## config.mk

```make
export PLATFORM = sky130hd
export DESIGN_NAME = fdiv_iter
export DESIGN_NICKNAME = d
export VERILOG_FILES = /design/src/rtl/fpu_pkg.sv /design/src/rtl/fdiv_step.sv /design/src/rtl/fdiv_iter.sv
export SDC_FILE = /design/constraint.sdc
export NUM_CORES = 1
export LEC_CHECK = 0
export ABC_AREA = 0
export CAP_MARGIN = 10
export CORE_AREA = 2 2 115 145
export DETAILED_ROUTE_END_ITERATION = 16
export DIE_AREA = 0 0 117 147
export HOLD_SLACK_MARGIN = 0.06
export PLACE_DENSITY_LB_ADDON = 0.25
export RECOVER_POWER = 25
export SYNTH_ARGS = -nofsm -noshare
export SYNTH_HDL_FRONTEND = slang
export SYNTH_SLANG_ARGS = --single-unit
```

## constraint.sdc

```tcl
create_clock -name clk -period 6.1 [get_ports clk]
set_clock_uncertainty 0.05 [all_clocks]
set_input_delay 0.915 -clock clk [delete_from_list [all_inputs] [get_ports clk]]
set_output_delay 0.915 -clock clk [all_outputs]
set_load 0.01 [all_outputs]
```

## src/rtl/fpu_pkg.sv

```systemverilog
// rtl/fpu_pkg.sv - shared FP32 types, constants and divider FSM states for the FPU
package fpu_pkg;

  typedef struct packed {
    logic        s;
    logic [7:0]  e;
    logic [22:0] m;
  } fp32_t;

  localparam int         FP_BIAS    = 127;
  localparam logic [7:0] FP_EXP_MAX = 8'hff;
  localparam int         FP_MANT_W  = 23;
  localparam int         FDIV_QBITS = 26;

  typedef enum logic [1:0] {
    IDLE = 2'd0,
    DIV  = 2'd1,
    NORM = 2'd2,
    DONE = 2'd3
  } fdiv_state_e;

endpackage

```

## src/rtl/fdiv_step.sv

```systemverilog
// rtl/fdiv_step.sv - one combinational restoring-division step producing one quotient bit
module fdiv_step (
  input  logic [24:0] r_in,
  input  logic [25:0] q_in,
  input  logic [23:0] my,
  output logic [24:0] r_out,
  output logic [25:0] q_out
);

  logic [25:0] w_r2;
  logic [25:0] w_dsr;
  logic [25:0] w_diff;
  logic [25:0] w_sel;
  logic        w_ge;
  logic        w_unused_bits;

  // Divisor is compared at 2*my so the first bit produced is the integer digit
  // of mx/my; this keeps the remainder below 2*my and fits in 25 bits.
  assign w_r2   = {r_in, 1'b0};
  assign w_dsr  = {1'b0, my, 1'b0};
  assign w_ge   = (w_r2 >= w_dsr);
  assign w_diff = w_r2 - w_dsr;
  assign w_sel  = w_ge ? w_diff : w_r2;

  assign r_out = w_sel[24:0];
  assign q_out = {q_in[24:0], w_ge};

  assign w_unused_bits = ^{w_sel[25], q_in[25]};

endmodule

```

## src/rtl/fdiv_iter.sv

```systemverilog
// rtl/fdiv_iter.sv - iterative FP32 divider, restoring radix-2, ITER_PER_CYCLE bits per clock
// Optional round-to-nearest-even selected by defining FDIV_ROUND_EN (default: truncate).
module fdiv_iter
  import fpu_pkg::*;
#(
  parameter int ITER_PER_CYCLE = 1
) (
  input  logic        clk,
  input  logic        rst,
  input  logic        in_valid,
  output logic        in_ready,
  input  logic [31:0] x,
  input  logic [31:0] y,
  output logic        out_valid,
  input  logic        out_ready,
  output logic [31:0] res
);

  localparam int CNT_INIT = FDIV_QBITS / ITER_PER_CYCLE;

  fdiv_state_e        r_state;
  fdiv_state_e        w_state_nxt;
  logic [4:0]         r_count;
  logic [4:0]         w_count_nxt;
  logic [24:0]        r_rem;
  logic [25:0]        r_q;
  logic [23:0]        r_my;
  logic               r_sign;
  logic signed [9:0]  r_exp;
  logic               r_special;
  logic [31:0]        r_special_res;
  logic [31:0]        r_res;
  logic               r_out_valid;

  fp32_t              w_x;
  fp32_t              w_y;
  logic [24:0]        w_r [ITER_PER_CYCLE+1];
  logic [25:0]        w_q [ITER_PER_CYCLE+1];
  logic [22:0]        w_mant;
  logic [23:0]        w_mant_rnd;
  logic signed [9:0]  w_e;
  logic [31:0]        w_result;
`ifdef FDIV_ROUND_EN
  logic               w_g;
  logic               w_st;
`endif

  assign w_x = x;
  assign w_y = y;

  assign w_r[0] = r_rem;
  assign w_q[0] = r_q;

  for (genvar gi = 0; gi < ITER_PER_CYCLE; gi++) begin : g_step
    fdiv_step u_step (
      .r_in  (w_r[gi]),
      .q_in  (w_q[gi]),
      .my    (r_my),
      .r_out (w_r[gi+1]),
      .q_out (w_q[gi+1])
    );
  end

  assign w_count_nxt = r_count - 5'd1;

  always_ff @(posedge clk) begin
    if (rst) begin
      r_state <= IDLE;
    end else begin
      r_state <= w_state_nxt;
    end
  end

  always_comb begin
    w_state_nxt = r_state;
    case (r_state)
      IDLE:    if (in_valid) w_state_nxt = DIV;
      DIV:     if (w_count_nxt == 5'd0) w_state_nxt = NORM;
      NORM:    w_state_nxt = DONE;
      DONE:    if (out_ready) w_state_nxt = IDLE;
      default: w_state_nxt = IDLE;
    endcase
  end

  // Normalise the 26-bit quotient (leading one at bit 25 or 24), round, range-check.
  always_comb begin
    w_e        = r_exp;
    w_mant     = r_q[23:1];
    if (r_q[25]) begin
      w_mant = r_q[24:2];
    end else begin
      w_e = r_exp - 10'sd1;
    end
`ifdef FDIV_ROUND_EN
    w_g        = r_q[25] ? r_q[1] : r_q[0];
    w_st       = (r_q[25] & r_q[0]) | (|r_rem);
    w_mant_rnd = {1'b0, w_mant} + {23'd0, w_g & (w_st | w_mant[0])};
`else
    w_mant_rnd = {1'b0, w_mant};
`endif
    if (w_mant_rnd[23]) begin
      w_mant_rnd = 24'd0;
      w_e        = w_e + 10'sd1;
    end
    if (r_special) begin
      w_result = r_special_res;
    end else if (w_e >= 10'sd255) begin
      w_result = {r_sign, FP_EXP_MAX, 23'd0};
    end else if (w_e <= 10'sd0) begin
      w_result = 32'h0;
    end else begin
      w_result = {r_sign, w_e[7:0], w_mant_rnd[FP_MANT_W-1:0]};
    end
  end

  always_ff @(posedge clk) begin
    if (rst) begin
      r_count       <= 5'd0;
      r_rem         <= 25'd0;
      r_q           <= 26'd0;
      r_my          <= 24'd0;
      r_sign        <= 1'b0;
      r_exp         <= 10'sd0;
      r_special     <= 1'b0;
      r_special_res <= 32'h0;
      r_res         <= 32'h0;
      r_out_valid   <= 1'b0;
    end else begin
      case (r_state)
        IDLE: begin
          if (in_valid) begin
            r_count       <= 5'(CNT_INIT);
            r_rem         <= {2'b01, w_x.m};
            r_q           <= 26'd0;
            r_my          <= {1'b1, w_y.m};
            r_sign        <= w_x.s ^ w_y.s;
            r_exp         <= $signed({2'b00, w_x.e}) - $signed({2'b00, w_y.e}) + 10'(FP_BIAS);
            // Divide-by-zero takes priority over a zero dividend.
            r_special     <= (w_y.e == 8'd0) || (w_x.e == 8'd0);
            r_special_res <= (w_y.e == 8'd0) ? {w_x.s ^ w_y.s, FP_EXP_MAX, 23'd0} : 32'h0;
          end
        end
        DIV: begin
          r_rem   <= w_r[ITER_PER_CYCLE];
          r_q     <= w_q[ITER_PER_CYCLE];
          r_count <= w_count_nxt;
        end
        NORM: begin
          r_res       <= w_result;
          r_out_valid <= 1'b1;
        end
        DONE: begin
          if (out_ready) r_out_valid <= 1'b0;
        end
        default: r_out_valid <= 1'b0;
      endcase
    end
  end

  assign in_ready  = (r_state == IDLE);
  assign out_valid = r_out_valid;
  assign res       = r_res;

endmodule

```

### Word level (Yosys, flattened, before mapping)

Cells that the tools add are included.

* register bits after elaboration: 159
* bits of input ports: 68
* logic and storage cells: 56

* muxes and demuxes: 19
* bitwise gates (word level): 1
* eq/ne operators: 6
* order comparisons: 3
* reductions and logical operators: 11
* add/sub/neg operators: 5

Operators with widths (number)
* $mux 32: 4
* $pmux 26 s2: 1
* $mux 25: 2
* $pmux 25 s2: 1
* $ge 26x25->1: 1
* $mux 26: 1
* $sub 25x25->25: 1
* $mux 23: 1
* $logic_not 8->1: 2
* $add 9x8->10 const B: 1
* $ge 10x9->1 const B: 1
* $le 10x1->1 const B: 1
* $mux 10: 1
* $pmux 5 s2: 1
* $sub 10x2->10 const B: 1
* $sub 8x8->9: 1
* $pmux 2 s4: 1
* $mux 2: 3
* $ne 2x2->1 const B: 3
* $reduce_and 2->1: 3
* $logic_not 5->1: 1
* $mux 5: 1
* $sub 5x1->5 const B: 1
* $eq 2x2->1 const B: 2
* 8 further kinds: 9

### Logic depth before layout (Yosys ltp)

* depth in word-level cells: 6
* mapped depth: 13

### Cells and area by module

A second synthesis with hierarchy kept.

* cells, all modules: 964
* area, all modules: 7958.9 um^2

Modules (own cells, without submodules)
* fdiv_iter: instances 1, area each 6020.8 um^2, cells each 684
* fdiv_step: instances 1, area each 1938.1 um^2, cells each 280

### Worst setup path after synthesis

Ideal clock, no wire load.

* kind: input port to flip-flop
* start point: in x[23]
* end point: reg r_exp[7]
* data arrival time: 3062 ps
* path slack: 2902 ps
* cell stages on the path: 12
* setup time: 86 ps
* cell sequence: inv_1 ha_1 inv_1 fa_1 a21o_1 a21oi_1 o21bai_1 a21oi_1 xnor2_1 nor4bb_1 xnor2_1 a211oi_1

* cells in the longest elaborated chain, start to end: 2

Ends and longest elaborated chain
* from (decl): line fdiv_iter.sv:12 `input logic [31:0] x,`
* $sub 8x8->9: line fdiv_iter.sv:137 `r_exp <= $signed({2'b00, w_x.e}) - $signed({2'b00, w_y.e}) + 10'(FP_BIAS);`
* $add 9x8->10: line fdiv_iter.sv:137
* to (signal assigned): line fdiv_iter.sv:137
* to (decl): line fdiv_iter.sv:29 `logic signed [9:0] r_exp;`

Every way passes these cells.
A chain may end at the register's enable or synchronous reset.

==> summary.md <==
| Metric | Value |
|---|---|
| Number of enable flip-flop cells after synthesis | 0 |
| Core ar. | 15900 sq um |
| Postcts setup bufs | 0 |
| Worst-path clk slew | 0.06 ns |
| Vias | 6689 |
| Root Driver | clkbuf_16 |
| Setup Viol. Count Final | 0 |
| Sink Count | 129 |
| Total power draw | 0.00477 W |
| Post-Syn Area | 7430 sq um |
| Fmax | 238 MHz |
| WP buf/inv | 2 |
| GR Layer Usage met2 | 38.4% |
| Clock network power share | 20.6% |
| Max cap viols | 2 |
| Final hold vios | 0 |
| Row Count | 52 |
| RSZ-0062 raised after global routing | false |
| Area Growth Syn to Fin | 22.3% |
| Vias in the first global route | 6450 |
| Final Slew Violations | 119 |
| DRT Wirelength | 18300 microns |
| Internal power | 0.00264 W |
| Most common cell after layout, fill and taps aside | dfxtp_1 |
| Violated checks | max-capacitance violations, max-slew violations |
| Yosys top cell area share | 34.8% |
| TNS Setup | 0 ns |
| Die Wd | 117 microns |
| Worst Hold Depth | 2 |
| DP Worst Slack | 2.20 ns |
| CP max stage cell | clkbuf_1 |
| I/O pin count | 102 |
| Switching power | 0.00212 W |
| Fin nets | 1108 |
| Critical-path cell list | buf_4 -> clkbuf_1 -> a211oi_1 -> nand3_1 -> o21ai_0 |
| YS warnings | 0 |
| Layer carrying the most global-route usage | met2 |
| CTS HTree Levels | 4 |
| WP data required | 6.36 ns |
| Most frequent cells in the layout | dfxtp_1 (128), nand2_1 (110), clkdlybuf4s50_1 (92) |
| DPL Wire Length | 12500 microns |
| Period minus WS final | 4.20 ns |
| Sequential area share after synthesis | 34.8% |
| Global Route met3 Usage | 5.28% |
| Synth async-reset ratio | 0% |
| Final GP Congestion | 0.883 |
| Kind of critical path | input port to flop |
| Post-Syn Instances | 931 |
| Clock Tree Buf Depth | 2 |
| CP arrival | 4.45 ns |
| DRC Markers | 0 |
| Wire per inst | 14.9 microns |
| CP top delay family | buffers and inverters |
| Part of the power in registers | 23.9% |
| Leak | 3.43 nW |
| Outcome | finished, violations left |
| Worst VDD drop | 261 uV |
| Unique masters post-synth | 71 |
| Synth area leader | dfxtp_1 |
| Combinational share of power | 55.6% |
| Crit. End Element | flop |
| Initial antenna violation count | 1 |
| Drt first-iter violations | 378 |
| Die area | 17200 sq um |
| PwrDens | 524 nW/um^2 |
| Fin crit share | 68.8% |
| Port Buffers | 101 |
| Stages on the worst setup path | 5 |
| GRT Util Overall | 22.1% |
| Worst-Margin Slew | 3.57 ns |
| Fin util | 57.0% |
| Grt met1 use | 26.2% |
| Tightest Hold Check Type | flop to flop |
| Vert. Die Dim | 147 microns |
| Critical-path maximum fanout | 80 |
| Antenna Violating Nets Remaining | 0 |
| Gr ovfl total | 0 |
| Reg2Reg Depth | 10 |
| Avg Synthesized Cell Area | 7.98 sq um |
| #FFs+latches synth | 129 |
| Critical Path Max Stage Delay | 2.54 ns |
| CTS Buf Count | 17 |
| Cts repair resizes | 0 |
| Largest net degree at the start of global routing | 81 |
| Fraction of layout cells with a size suffix above 1 | 5.25% |
| FILL cells | 1491 |
| Hold_buf cts | 0 |
| Switch share | 44.6% |
| Pre-Repair DR Iteration Count | 4 |
| Startpoint Class | input port |
| Initial Utilization | 46.6% |
| Vias per Instance | 5.45 |
| Synth top area cells | dfxtp_1 (35%), ha_1 (6.7%), nand2_1 (5.6%) |
| Relative slew slack | -138% |
| CTS tree | done |
| Global-route wire length before repair | 30500 microns |
| Synth Flop Type | dfxtp_1 |
| Final setup margin | 1.90 ns |
| Clock latency on the worst-skew pair | 0.43 ns |
| Syn nets | 1041 |
## registers in the layout (all words and copies together), names as in the netlist
name / count
res: 32
r_exp: 10
r_state: 2
r_special_res: 2
r_count: 5
out_valid: 1
r_special: 1
r_sign: 1
r_rem: 25
r_q: 26
r_my: 24
## cell usage after synthesis, types with 5 or more instances
cell type  instances
buf_1              9
ha_1              40
nor2_1            88
a2111oi_0          5
a21o_1            14
xor2_1            10
and2_1             6
dfxtp_1          129
nand2b_1           8
o211ai_1           7
nand4_1            5
nor2b_1            6
o21a_1             9
or3_1              5
o31ai_1            6
a211oi_1          20
nand3_1           19
mux2i_1           35
a31oi_1            9
a21oi_1           80
xnor2_1           27
nand2_1          110
clkbuf_1          46
a22oi_1           27
and3_1             5
nor3_1            13
inv_1             54
nor4_1             7
o21ai_0           55
## layer usage
metal | up-vias | wire length [microns]
met2 | 129 | 9220
met5 | - | 0
li1 | 3452 | -
met4 | 0 | 310
met1 | 3083 | 7850
met3 | 25 | 880
## worst min-delay path: cells and delay by family, from the launching register on
kind,cells,cell delay (ns)
flip-flops,1,0.31
AND/OR/NAND/NOR,1,0.05
AO/OA/AOI/OAI,1,0.05
## through the flow
stage	std cells	cell area, sq um	hold WS, ns
final	1227	9090	0.397
after global routing	1226	9080	0.428
after CTS	1226	9090	0.400
after detailed placement	1195	8530	0.392
after global placement	1195	8530	0.388
after floorplan	931	7430	0.382
## worst paths after layout
kind	slack [ns]	start	end
worst max-delay path	1.90	rst	r_rem[20]
worst min-delay path	0.40	res[13]	res[13]
worst min register to register	0.40	res[13]	res[13]
worst max register to register	2.50	r_my[1]	r_rem[7]
## cell families after synthesis
family / count (synthesis) / share of synthesized area (%)
buf+inv: 114 / 6.05
xor+xnor: 37 / 4.36
compound gates: 287 / 25.4
mux: 37 / 5.02
simple gates: 285 / 17.2
flops: 129 / 34.8
fa+ha+maj: 42 / 7.28
## cell type report
cell class / count / area [sq um] / area share [%]
timing repair buffer: 108 / 1050 / 11.6
antenna: 1 / 2.50 / 0.0275
clock inverter: 13 / 128 / 1.40
multi-input combinational: 688 / 4410 / 48.5
inverter: 54 / 203 / 2.23
tap: 216 / 270 / 2.97
sequential: 129 / 2580 / 28.4
clock buffer: 18 / 439 / 4.83
## power groups by stage
| stage | combinational [W] | sequential, W | clock [W] |
|---|---|---|---|
| 4_1_cts | 0.00264 | 0.00114 | 0.000996 |
| 5_1_grt | 0.00295 | 0.00116 | 0.00103 |
| 3_5_place_dp | 0.00262 | 0.00115 | 0 |
| 6_report | 0.00265 | 0.00114 | 0.000980 |
| 2_1_floorplan | 0.00209 | 0.00112 | 0 |
| 3_3_place_gp | 0.00261 | 0.00115 | 0 |
Note: power is estimated with default switching activity, not from simulation.
